===== config.mk =====
export PLATFORM = sky130hd
export DESIGN_NAME = writeback_stage
export DESIGN_NICKNAME = d
export VERILOG_FILES = /design/src/rtl/wb_pkg.sv /design/src/rtl/wb_pipe_reg.sv /design/src/rtl/writeback_stage.sv
export SDC_FILE = /design/constraint.sdc
export NUM_CORES = 1
export LEC_CHECK = 0
export ABC_AREA = 0
export CORE_AREA = 2 2 259 261
export CTS_BUF_LIST = sky130_fd_sc_hd__clkbuf_4 sky130_fd_sc_hd__clkbuf_8
export DETAILED_ROUTE_END_ITERATION = 8
export DIE_AREA = 0 0 261 263
export PLACE_DENSITY = 0.49
export SYNTH_ARGS = -nofsm -noshare
export SYNTH_HDL_FRONTEND = slang
export SYNTH_SLANG_ARGS = --single-unit

===== constraint.sdc =====
create_clock -name clk -period 3.15 [get_ports clk]
set_input_delay 0.945 -clock clk [delete_from_list [all_inputs] [get_ports clk]]
set_output_delay 0.945 -clock clk [all_outputs]
set_load 0.02 [all_outputs]

===== src/rtl/wb_pkg.sv =====
// Shared widths, state encoding and pipeline-entry layout for the writeback stage.
package wb_pkg;
  localparam int DATA_W = 64;
  localparam int REG_W  = 4;

  typedef enum logic [1:0] {
    WB_IDLE,
    WB_REG,
    WB_STORE,
    WB_HALTED
  } wb_state_t;

  typedef struct packed {
    logic [DATA_W-1:0] alu_result;
    logic [DATA_W-1:0] alu_result_special;
    logic [REG_W-1:0]  dest_reg;
    logic              dest_reg_valid;
    logic [REG_W-1:0]  dest_reg_special;
    logic              dest_reg_special_valid;
    logic              is_mem;
    logic [DATA_W-1:0] mem_addr;
    logic              kill;
    logic [DATA_W-1:0] rip;
  } wb_entry_t;

  // Port 1 yields to port 2 when both target the same register.
  function automatic logic port1_enabled(wb_entry_t e);
    return e.dest_reg_valid &&
           !(e.dest_reg_special_valid && (e.dest_reg == e.dest_reg_special));
  endfunction
endpackage


===== src/rtl/wb_pipe_reg.sv =====
// Single-entry pipeline register holding the instruction being retired.
module wb_pipe_reg
  import wb_pkg::*;
(
  input  logic      clk,
  input  logic      reset,
  input  logic      load,
  input  wb_entry_t entry_in,
  output wb_entry_t entry_q
);
  wb_entry_t entry_d;

  always_comb begin
    entry_d = entry_q;
    if (load) entry_d = entry_in;
  end

  always_ff @(posedge clk) begin
    if (reset) entry_q <= '0;
    else       entry_q <= entry_d;
  end
endmodule


===== src/rtl/writeback_stage.sv =====
// Writeback stage: retires one instruction via register writes, a store
// handshake, or a halting kill. All outputs are registered.
//   state     | meaning
//   WB_IDLE   | empty, ready to accept
//   WB_REG    | register write cycle, ready to accept
//   WB_STORE  | store request outstanding, execute stalled
//   WB_HALTED | killed, left only by reset
module writeback_stage #(
  parameter int DATA_W = wb_pkg::DATA_W,
  parameter int REG_W  = wb_pkg::REG_W
) (
  input  logic              clk,
  input  logic              reset,
  input  logic              exValidIn,
  output logic              wbReadyOut,
  input  logic [DATA_W-1:0] aluResultIn,
  input  logic [DATA_W-1:0] aluResultSpecialIn,
  input  logic [REG_W-1:0]  destRegIn,
  input  logic              destRegValidIn,
  input  logic [REG_W-1:0]  destRegSpecialIn,
  input  logic              destRegSpecialValidIn,
  input  logic              isMemoryAccessDestIn,
  input  logic [DATA_W-1:0] memoryAddressDestIn,
  input  logic              killIn,
  input  logic [DATA_W-1:0] currentRipIn,
  output logic              regWrEnOut,
  output logic [REG_W-1:0]  regWrAddrOut,
  output logic [DATA_W-1:0] regWrDataOut,
  output logic              regWr2EnOut,
  output logic [REG_W-1:0]  regWr2AddrOut,
  output logic [DATA_W-1:0] regWr2DataOut,
  output logic              memStoreReqOut,
  output logic [DATA_W-1:0] memStoreAddrOut,
  output logic [DATA_W-1:0] memStoreDataOut,
  input  logic              memStoreAckIn,
  output logic              retireValidOut,
  output logic [DATA_W-1:0] retireRipOut,
  output logic [63:0]       retireCountOut,
  output logic              haltedOut
);
  import wb_pkg::*;

  wb_state_t         state_q, state_d;
  wb_entry_t         entry_in, entry_q, entry_nxt;
  logic              accept;
  logic              wb_ready_q, wb_ready_d;
  logic              reg_wr_en_q, reg_wr_en_d;
  logic [REG_W-1:0]  reg_wr_addr_q, reg_wr_addr_d;
  logic [DATA_W-1:0] reg_wr_data_q, reg_wr_data_d;
  logic              reg_wr2_en_q, reg_wr2_en_d;
  logic [REG_W-1:0]  reg_wr2_addr_q, reg_wr2_addr_d;
  logic [DATA_W-1:0] reg_wr2_data_q, reg_wr2_data_d;
  logic              store_req_q, store_req_d;
  logic [DATA_W-1:0] store_addr_q, store_addr_d;
  logic [DATA_W-1:0] store_data_q, store_data_d;
  logic              retire_valid_q, retire_valid_d;
  logic [DATA_W-1:0] retire_rip_q, retire_rip_d;
  logic [63:0]       retire_count_q, retire_count_d;
  logic              halted_q, halted_d;

  assign entry_in = '{
    alu_result:             aluResultIn,
    alu_result_special:     aluResultSpecialIn,
    dest_reg:               destRegIn,
    dest_reg_valid:         destRegValidIn,
    dest_reg_special:       destRegSpecialIn,
    dest_reg_special_valid: destRegSpecialValidIn,
    is_mem:                 isMemoryAccessDestIn,
    mem_addr:               memoryAddressDestIn,
    kill:                   killIn,
    rip:                    currentRipIn
  };

  wb_pipe_reg u_pipe_reg (
    .clk      (clk),
    .reset    (reset),
    .load     (accept),
    .entry_in (entry_in),
    .entry_q  (entry_q)
  );

  // Outputs are computed from the entry the pipe register holds after this edge.
  always_comb begin
    accept    = exValidIn && wb_ready_q;
    entry_nxt = accept ? entry_in : entry_q;
    state_d   = state_q;
    case (state_q)
      WB_IDLE, WB_REG: begin
        if (!accept)              state_d = WB_IDLE;
        else if (entry_nxt.kill)  state_d = WB_HALTED;
        else if (entry_nxt.is_mem) state_d = WB_STORE;
        else                      state_d = WB_REG;
      end
      WB_STORE:  if (memStoreAckIn) state_d = WB_IDLE;
      WB_HALTED: state_d = WB_HALTED;
      default:   state_d = WB_IDLE;
    endcase

    wb_ready_d     = (state_d == WB_IDLE) || (state_d == WB_REG);
    reg_wr_en_d    = (state_d == WB_REG) && port1_enabled(entry_nxt);
    reg_wr_addr_d  = entry_nxt.dest_reg;
    reg_wr_data_d  = entry_nxt.alu_result;
    reg_wr2_en_d   = (state_d == WB_REG) && entry_nxt.dest_reg_special_valid;
    reg_wr2_addr_d = entry_nxt.dest_reg_special;
    reg_wr2_data_d = entry_nxt.alu_result_special;
    store_req_d    = (state_d == WB_STORE);
    store_addr_d   = entry_nxt.mem_addr;
    store_data_d   = entry_nxt.alu_result;
    retire_valid_d = (state_d == WB_REG) ||
                     ((state_q == WB_STORE) && memStoreAckIn) ||
                     ((state_d == WB_HALTED) && (state_q != WB_HALTED));
    retire_rip_d   = entry_nxt.rip;
    retire_count_d = retire_count_q + 64'(retire_valid_q);
    halted_d       = (state_d == WB_HALTED);
  end

  always_ff @(posedge clk) begin
    if (reset) begin
      state_q        <= WB_IDLE;
      wb_ready_q     <= 1'b1;
      reg_wr_en_q    <= 1'b0;
      reg_wr_addr_q  <= '0;
      reg_wr_data_q  <= '0;
      reg_wr2_en_q   <= 1'b0;
      reg_wr2_addr_q <= '0;
      reg_wr2_data_q <= '0;
      store_req_q    <= 1'b0;
      store_addr_q   <= '0;
      store_data_q   <= '0;
      retire_valid_q <= 1'b0;
      retire_rip_q   <= '0;
      retire_count_q <= '0;
      halted_q       <= 1'b0;
    end else begin
      state_q        <= state_d;
      wb_ready_q     <= wb_ready_d;
      reg_wr_en_q    <= reg_wr_en_d;
      reg_wr_addr_q  <= reg_wr_addr_d;
      reg_wr_data_q  <= reg_wr_data_d;
      reg_wr2_en_q   <= reg_wr2_en_d;
      reg_wr2_addr_q <= reg_wr2_addr_d;
      reg_wr2_data_q <= reg_wr2_data_d;
      store_req_q    <= store_req_d;
      store_addr_q   <= store_addr_d;
      store_data_q   <= store_data_d;
      retire_valid_q <= retire_valid_d;
      retire_rip_q   <= retire_rip_d;
      retire_count_q <= retire_count_d;
      halted_q       <= halted_d;
    end
  end

  assign wbReadyOut      = wb_ready_q;
  assign regWrEnOut      = reg_wr_en_q;
  assign regWrAddrOut    = reg_wr_addr_q;
  assign regWrDataOut    = reg_wr_data_q;
  assign regWr2EnOut     = reg_wr2_en_q;
  assign regWr2AddrOut   = reg_wr2_addr_q;
  assign regWr2DataOut   = reg_wr2_data_q;
  assign memStoreReqOut  = store_req_q;
  assign memStoreAddrOut = store_addr_q;
  assign memStoreDataOut = store_data_q;
  assign retireValidOut  = retire_valid_q;
  assign retireRipOut    = retire_rip_q;
  assign retireCountOut  = retire_count_q;
  assign haltedOut       = halted_q;
endmodule


==> results_dict.tcl, run 1 <==
set metrics [dict create \
    placed_cells 3004 \
    dr.first_iter.drc_count 580 \
    fin_util 0.328 \
    die_h_um 263 \
    regToRegSetupSlack_ns 0.58 \
    r2r_end "retireCountOut[55]" \
    critPathMaxStageDelay_ns 0.69 \
    fin_crit_sh 0.899 \
    cp_data_required_time_ns 2.20 \
    ys_ff_latch 338 \
    fin_area_um2 21500 \
    final_nets 2484 \
    async_reset_ff_frac 0 \
    cts_sinks 338 \
    clk_latency_ns 0.63 \
    synthesis.nets 2136 \
    clockBufferDepth 3 \
    via_count 13000 \
    max-vdd-ir-drop_uv 340 \
    layout-drive-gt1-share 0.0753 \
    setup_viol 0 \
    dieArea_um2 68600 \
    cts_tree "yes" \
    tns_ns 0 \
    arrival_ns 1.89 \
    syn_area_um2 14700 \
    grt_start_max_net_pins 75 \
    r2r_start "retireCountOut[36]" \
    clock.fmax_mhz 353 \
    drc 0 \
    whs_ns 0.451 \
    power_density_nw_per_um2 525 \
    cts_setup_buffers 0 \
    netlist.area_leader.share 0.460 \
    tightest_slew_ns 0.711 \
    crit_buf_inv 1 \
    hold_path_class "register to register" \
    gr-total-overflow 0 \
    fin_cells 3124 \
    synth_top_area_cell "dfxtp_1" \
    worst_path_max_delay_cell "clkdlybuf4s50_1" \
    viasPerCell 4.15 \
    cpLargestDelayFamily "buffers and inverters" \
    initial_utilization 0.224 \
    min_period_ns 2.83 \
    final-hold-violation-count 0 \
    cp-end-kind "output pin" \
    pre_cts_slack_ns 0.564 \
    critical_path_depth 1 \
    status "finished clean" \
    crit_chain "clkdlybuf4s50_1" \
    grt_pass1_vias 12700 \
    cts_max_level 3 \
    io_pins 670 \
    maxCapViolations 0 \
    antenna_found_initial 4 \
    grt_usage 0.142 \
    yosys_warnings 0 \
    numCtsBuffers 68 \
    crit_fanout 3 \
    clkTransAtPathRegs_ns 0.05 \
    first_pass_iters 5 \
    startpoint "memStoreDataOut[16]" \
    worstSetupPathType "register to output pin" \
    slew-limit-headroom 0.525 \
    cts_hold_buf 0 \
    post_drt_wl_per_cell_um 16.3 \
    synthDistinctLibCells 36 \
    coreArea_um2 65600 \
    rsz0062_at_grt "no" \
    grt_pass1_wl_um 75900 \
    skew_ns 0.0364 \
    die_x_um 261 \
    synth_ff_type "dfxtp_1" \
    synth-edff-count 0 \
    rows 94 \
    start_kind "register" \
    power_leakage_nw 7.78 \
    syn_avg_cell_area_um2 7.89 \
    dp_hpwl_um 37700 \
    cts-resized-gates 0 \
    ys_top_cells_by_count "552 x nand2_1, 338 x dfxtp_1, 329 x buf_4, 294 x a21oi_1, 91 x clkbuf_1" \
    clockRootBuffer "clkbuf_8" \
    finalPower_mw 11.3 \
    endpoint "regWrDataOut[16]" \
    ys_top_cells_by_area "dfxtp_1 46%, buf_4 17%, nand2_1 14%" \
    synthesis.instances 1862 \
    r2r_cells 5 \
    ant_nets 0 \
    setup_slack_ns 0.319 \
    gp_congestion 0.802 \
    slew_viol_final 0 \
    placed_cell_area_um2 20100 \
    io_buffers 669 \
    wl_um 50900 \
    ys_seq_area_frac 0.460 \
    syn_to_final_growth_pct 46.5 \
    synth_most_common_cell "nand2_1" \
]
kinds of logic (layout without fill, tap and decap cells):
family,after synthesis,count (layout),synth area share
other,0,1,0
and+or+nand+nor,722,722,0.206
adders and majority gates,2,2,0.00170
xor gates and xnor gates,36,36,0.0215
AOI/OAI and AO/OA,324,324,0.112
buffers and inverters,437,834,0.196
muxes,3,3,0.00213
DFF,338,338,0.460
registers in the layout, indices dropped and copies added, names as in the netlist:
register / flops
u_pipe_reg.entry_q: 74
retireCountOut: 64
memStoreAddrOut: 64
retireRipOut: 64
regWr2EnOut: 1
memStoreDataOut: 64
retireValidOut: 1
state_q: 2
memStoreReqOut: 1
haltedOut: 1
regWrEnOut: 1
wbReadyOut: 1
cell usage in the layout (no fill, tap or decap), drive strengths merged, types with 19 or more instances in the layout:
cell	count
or3	19
buf	39
nand3	34
xor2	25
clkbuf	111
nand4	19
nor2	48
clkdlybuf4s50	668
dfxtp	338
nand2	552
o21ai	19
a21oi	294
worst min-delay path by stage:
stage / startpoint / end / slack (ns) / depth (start not counted)
after detailed placement: retireRipOut[0] / retireRipOut[0] / 0.45 / 2
after CTS: memStoreAddrOut[60] / memStoreAddrOut[60] / 0.45 / 2
after global placement: u_pipe_reg.entry_q[200] / u_pipe_reg.entry_q[200] / 0.44 / 2
after global routing: retireRipOut[1] / retireRipOut[1] / 0.47 / 2
after floorplan: memStoreAddrOut[0] / memStoreAddrOut[0] / 0.44 / 2
final: memStoreAddrOut[60] / memStoreAddrOut[60] / 0.45 / 2
per-layer routing:
| metal | vias up | global-route usage | wire (µm) | share of wire |
|---|---|---|---|---|
| li1 | 6422 | - | - | - |
| met2 | 456 | 0.249 | 25300 | 0.50 |
| met3 | 89 | 0.0464 | 4200 | 0.082 |
| met1 | 5977 | 0.156 | 19800 | 0.39 |
| met4 | 6 | 0.0591 | 1510 | 0.030 |
| met5 | - | 0 | 47 | 0.00092 |
power breakdown:
part           internal [mW]  total (mW)  switching, mW
Combinational          0.939        1.89          0.953
Sequential              4.51        4.65          0.143
Clock                   2.78        4.77           1.98
Total                   8.23        11.3           3.08
cell type report:
class | count | area (µm²)
clock buffers | 111 | 1380
clock inverters | 8 | 73.8
inverters | 8 | 30.0
well taps | 864 | 1080
diodes | 1 | 2.50
fillers | 6864 | 44100
flip-flops and latches | 338 | 6770
multi-input cells | 1087 | 5070
repair buffers | 707 | 7120
Note: power is estimated with default switching activity, not from simulation.
==> run 2, diff against run 1 <==
--- a/config.mk
+++ b/config.mk
@@ -6,11 +6,12 @@
 export NUM_CORES = 1
 export LEC_CHECK = 0
 export ABC_AREA = 0
-export CORE_AREA = 2 2 259 261
+export CORE_AREA = 2 2 258 260
 export CTS_BUF_LIST = sky130_fd_sc_hd__clkbuf_4 sky130_fd_sc_hd__clkbuf_8
 export DETAILED_ROUTE_END_ITERATION = 8
-export DIE_AREA = 0 0 261 263
-export PLACE_DENSITY = 0.49
+export DIE_AREA = 0 0 260 262
+export PLACE_DENSITY = 0.62
 export SYNTH_ARGS = -nofsm -noshare
 export SYNTH_HDL_FRONTEND = slang
+export SYNTH_HIERARCHICAL = 1
 export SYNTH_SLANG_ARGS = --single-unit
==> run 2 against run 1 <==
Effect of this change:
- synthesized cell count increased by 32%
- total power grew 61%
- non-clock buffer count is 14 higher
- sequential share of layout area rose by 6.9 points
- first-iteration DRC count is 51% higher
- clock skew up 0.0068 ns
- maximum frequency barely moved
- setup slack improved by 0.0028 ns
- cell area is 46% higher
==> results_dict.tcl, run 2 <==
set metrics [dict create \
    status "finished clean" \
    ant_nets 0 \
    grt_usage 0.188 \
    clockRootBuffer "clkbuf_8" \
    grt_start_max_net_pins 96 \
    die_x_um 260 \
    cp-end-kind "output pin" \
    largest_reg_flops 266 \
    final_nets 3323 \
    max-vdd-ir-drop_uv 342 \
    wl_um 67100 \
    pre_cts_slack_ns 0.435 \
    slew_viol_final 0 \
    initial_utilization 0.341 \
    dieArea_um2 68100 \
    io_buffers 669 \
    power_leakage_nw 12.3 \
    clkTransAtPathRegs_ns 0.06 \
    clockBufferDepth 3 \
    first_pass_iters 5 \
    post_drt_wl_per_cell_um 16.8 \
    via_count 18600 \
    tns_ns 0 \
    cts_setup_buffers 0 \
    cts-resized-gates 0 \
    cts_sinks 602 \
    numCtsBuffers 101 \
    gp_congestion 0.810 \
    skew_ns 0.0432 \
    crit_fanout 7 \
    fin_cells 3999 \
    rsz0062_at_grt "no" \
    mostFrequentLayoutCells "668 x clkdlybuf4s50_1, 602 x dfxtp_1, 546 x nand2_1" \
    syn_to_final_growth_pct 41.4 \
    busiest_layer "met2" \
    dp_hpwl_um 48200 \
    clock.fmax_mhz 354 \
    start_kind "register" \
    maxCapViolations 0 \
    worst_path_max_delay_cell "clkdlybuf4s50_1" \
    cts_hold_buf 0 \
    arrival_ns 1.88 \
    slew-limit-headroom 0.594 \
    met3_usage 0.0643 \
    placed_cells 3810 \
    critPathMaxStageDelay_ns 0.69 \
    cpLargestDelayFamily "buffers and inverters" \
    hold_path_class "register to register" \
    grt_use_met1 0.206 \
    coreArea_um2 65300 \
    dr.first_iter.drc_count 873 \
    grt_pass1_wl_um 101000 \
    worstSetupPathType "register to output pin" \
    layout-drive-gt1-share 0.0778 \
    fin_crit_sh 0.898 \
    setup_viol 0 \
    yosys_warnings 6 \
    gr-total-overflow 0 \
    power_density_nw_per_um2 577 \
    rows 94 \
    tightest_slew_ns 0.603 \
    clk_latency_ns 0.69 \
    cts_tree "yes" \
    regMostFlops "u_pipe_reg/entry_q" \
    layout_commonest_cell "clkdlybuf4s50_1" \
    crit_buf_inv 1 \
    synthesis.instances 2450 \
    viasPerCell 4.64 \
    min_period_ns 2.83 \
    syn_area_um2 22200 \
    die_h_um 262 \
    drc 0 \
    cp_data_required_time_ns 2.20 \
    setup_slack_ns 0.322 \
    grt_pass1_vias 18300 \
    crit_chain "clkdlybuf4s50_1" \
    synthesis.nets 2724 \
    syn_avg_cell_area_um2 9.08 \
    antenna_found_initial 17 \
    grt_use_met2 0.327 \
    cts_max_level 3 \
    final-hold-violation-count 0 \
    io_pins 670 \
]
==> run 2: layout make-up <==
class / count / area (µm²)
Tap cell: 864 / 1080
Clock buffer: 163 / 2000
Timing Repair Buffer: 721 / 7380
Sequential cell: 602 / 12100
Fill cell: 6095 / 33800
Inverter: 9 / 41.3
Multi-Input combinational cell: 1614 / 8740
Antenna cell: 11 / 27.5
Clock inverter: 15 / 133
==> run 2: per-layer routing <==
layer	share of wire	vias to the layer above	wire [µm]
met5	0.0012	-	82
met4	0.033	12	2220
met3	0.083	137	5600
met2	0.50	561	33400
met1	0.38	8648	25800
li1	-	9200	-
==> run 2: path summary, 6_finish.rpt <==
| kind | start | to | slack, ns | cells after the start |
|---|---|---|---|---|
| worst max-delay path | retireCountOut[15] | retireCountOut[15] | 0.32 | 1 |
| worst min-delay path | u_pipe_reg/entry_q[108] | memStoreAddrOut[43] | 0.43 | 2 |
| worst max register to register | retireCountOut[0] | retireCountOut[60] | 0.66 | 7 |
| worst min register to register | u_pipe_reg/entry_q[108] | memStoreAddrOut[43] | 0.43 | 2 |
==> run 2: report_power, final <==
group | internal [mW] | switching [mW] | total [mW] | leakage, nW
clock network | 4.09 | 3.12 | 7.21 | 1.15
logic | 1.28 | 1.35 | 2.63 | 6.23
registers | 8.08 | 0.230 | 8.31 | 4.95
==> run 2: through the flow <==
step	power (mW)	area, µm²	util	hold slack (ns)
floorplan	9.91	22200	-	0.436
global placement	11.1	29300	0.449	0.440
detailed placement	11.1	29300	0.449	0.444
CTS	18.4	31400	0.481	0.430
global route	19.0	31500	0.482	0.448
finish	18.2	31500	0.482	0.434
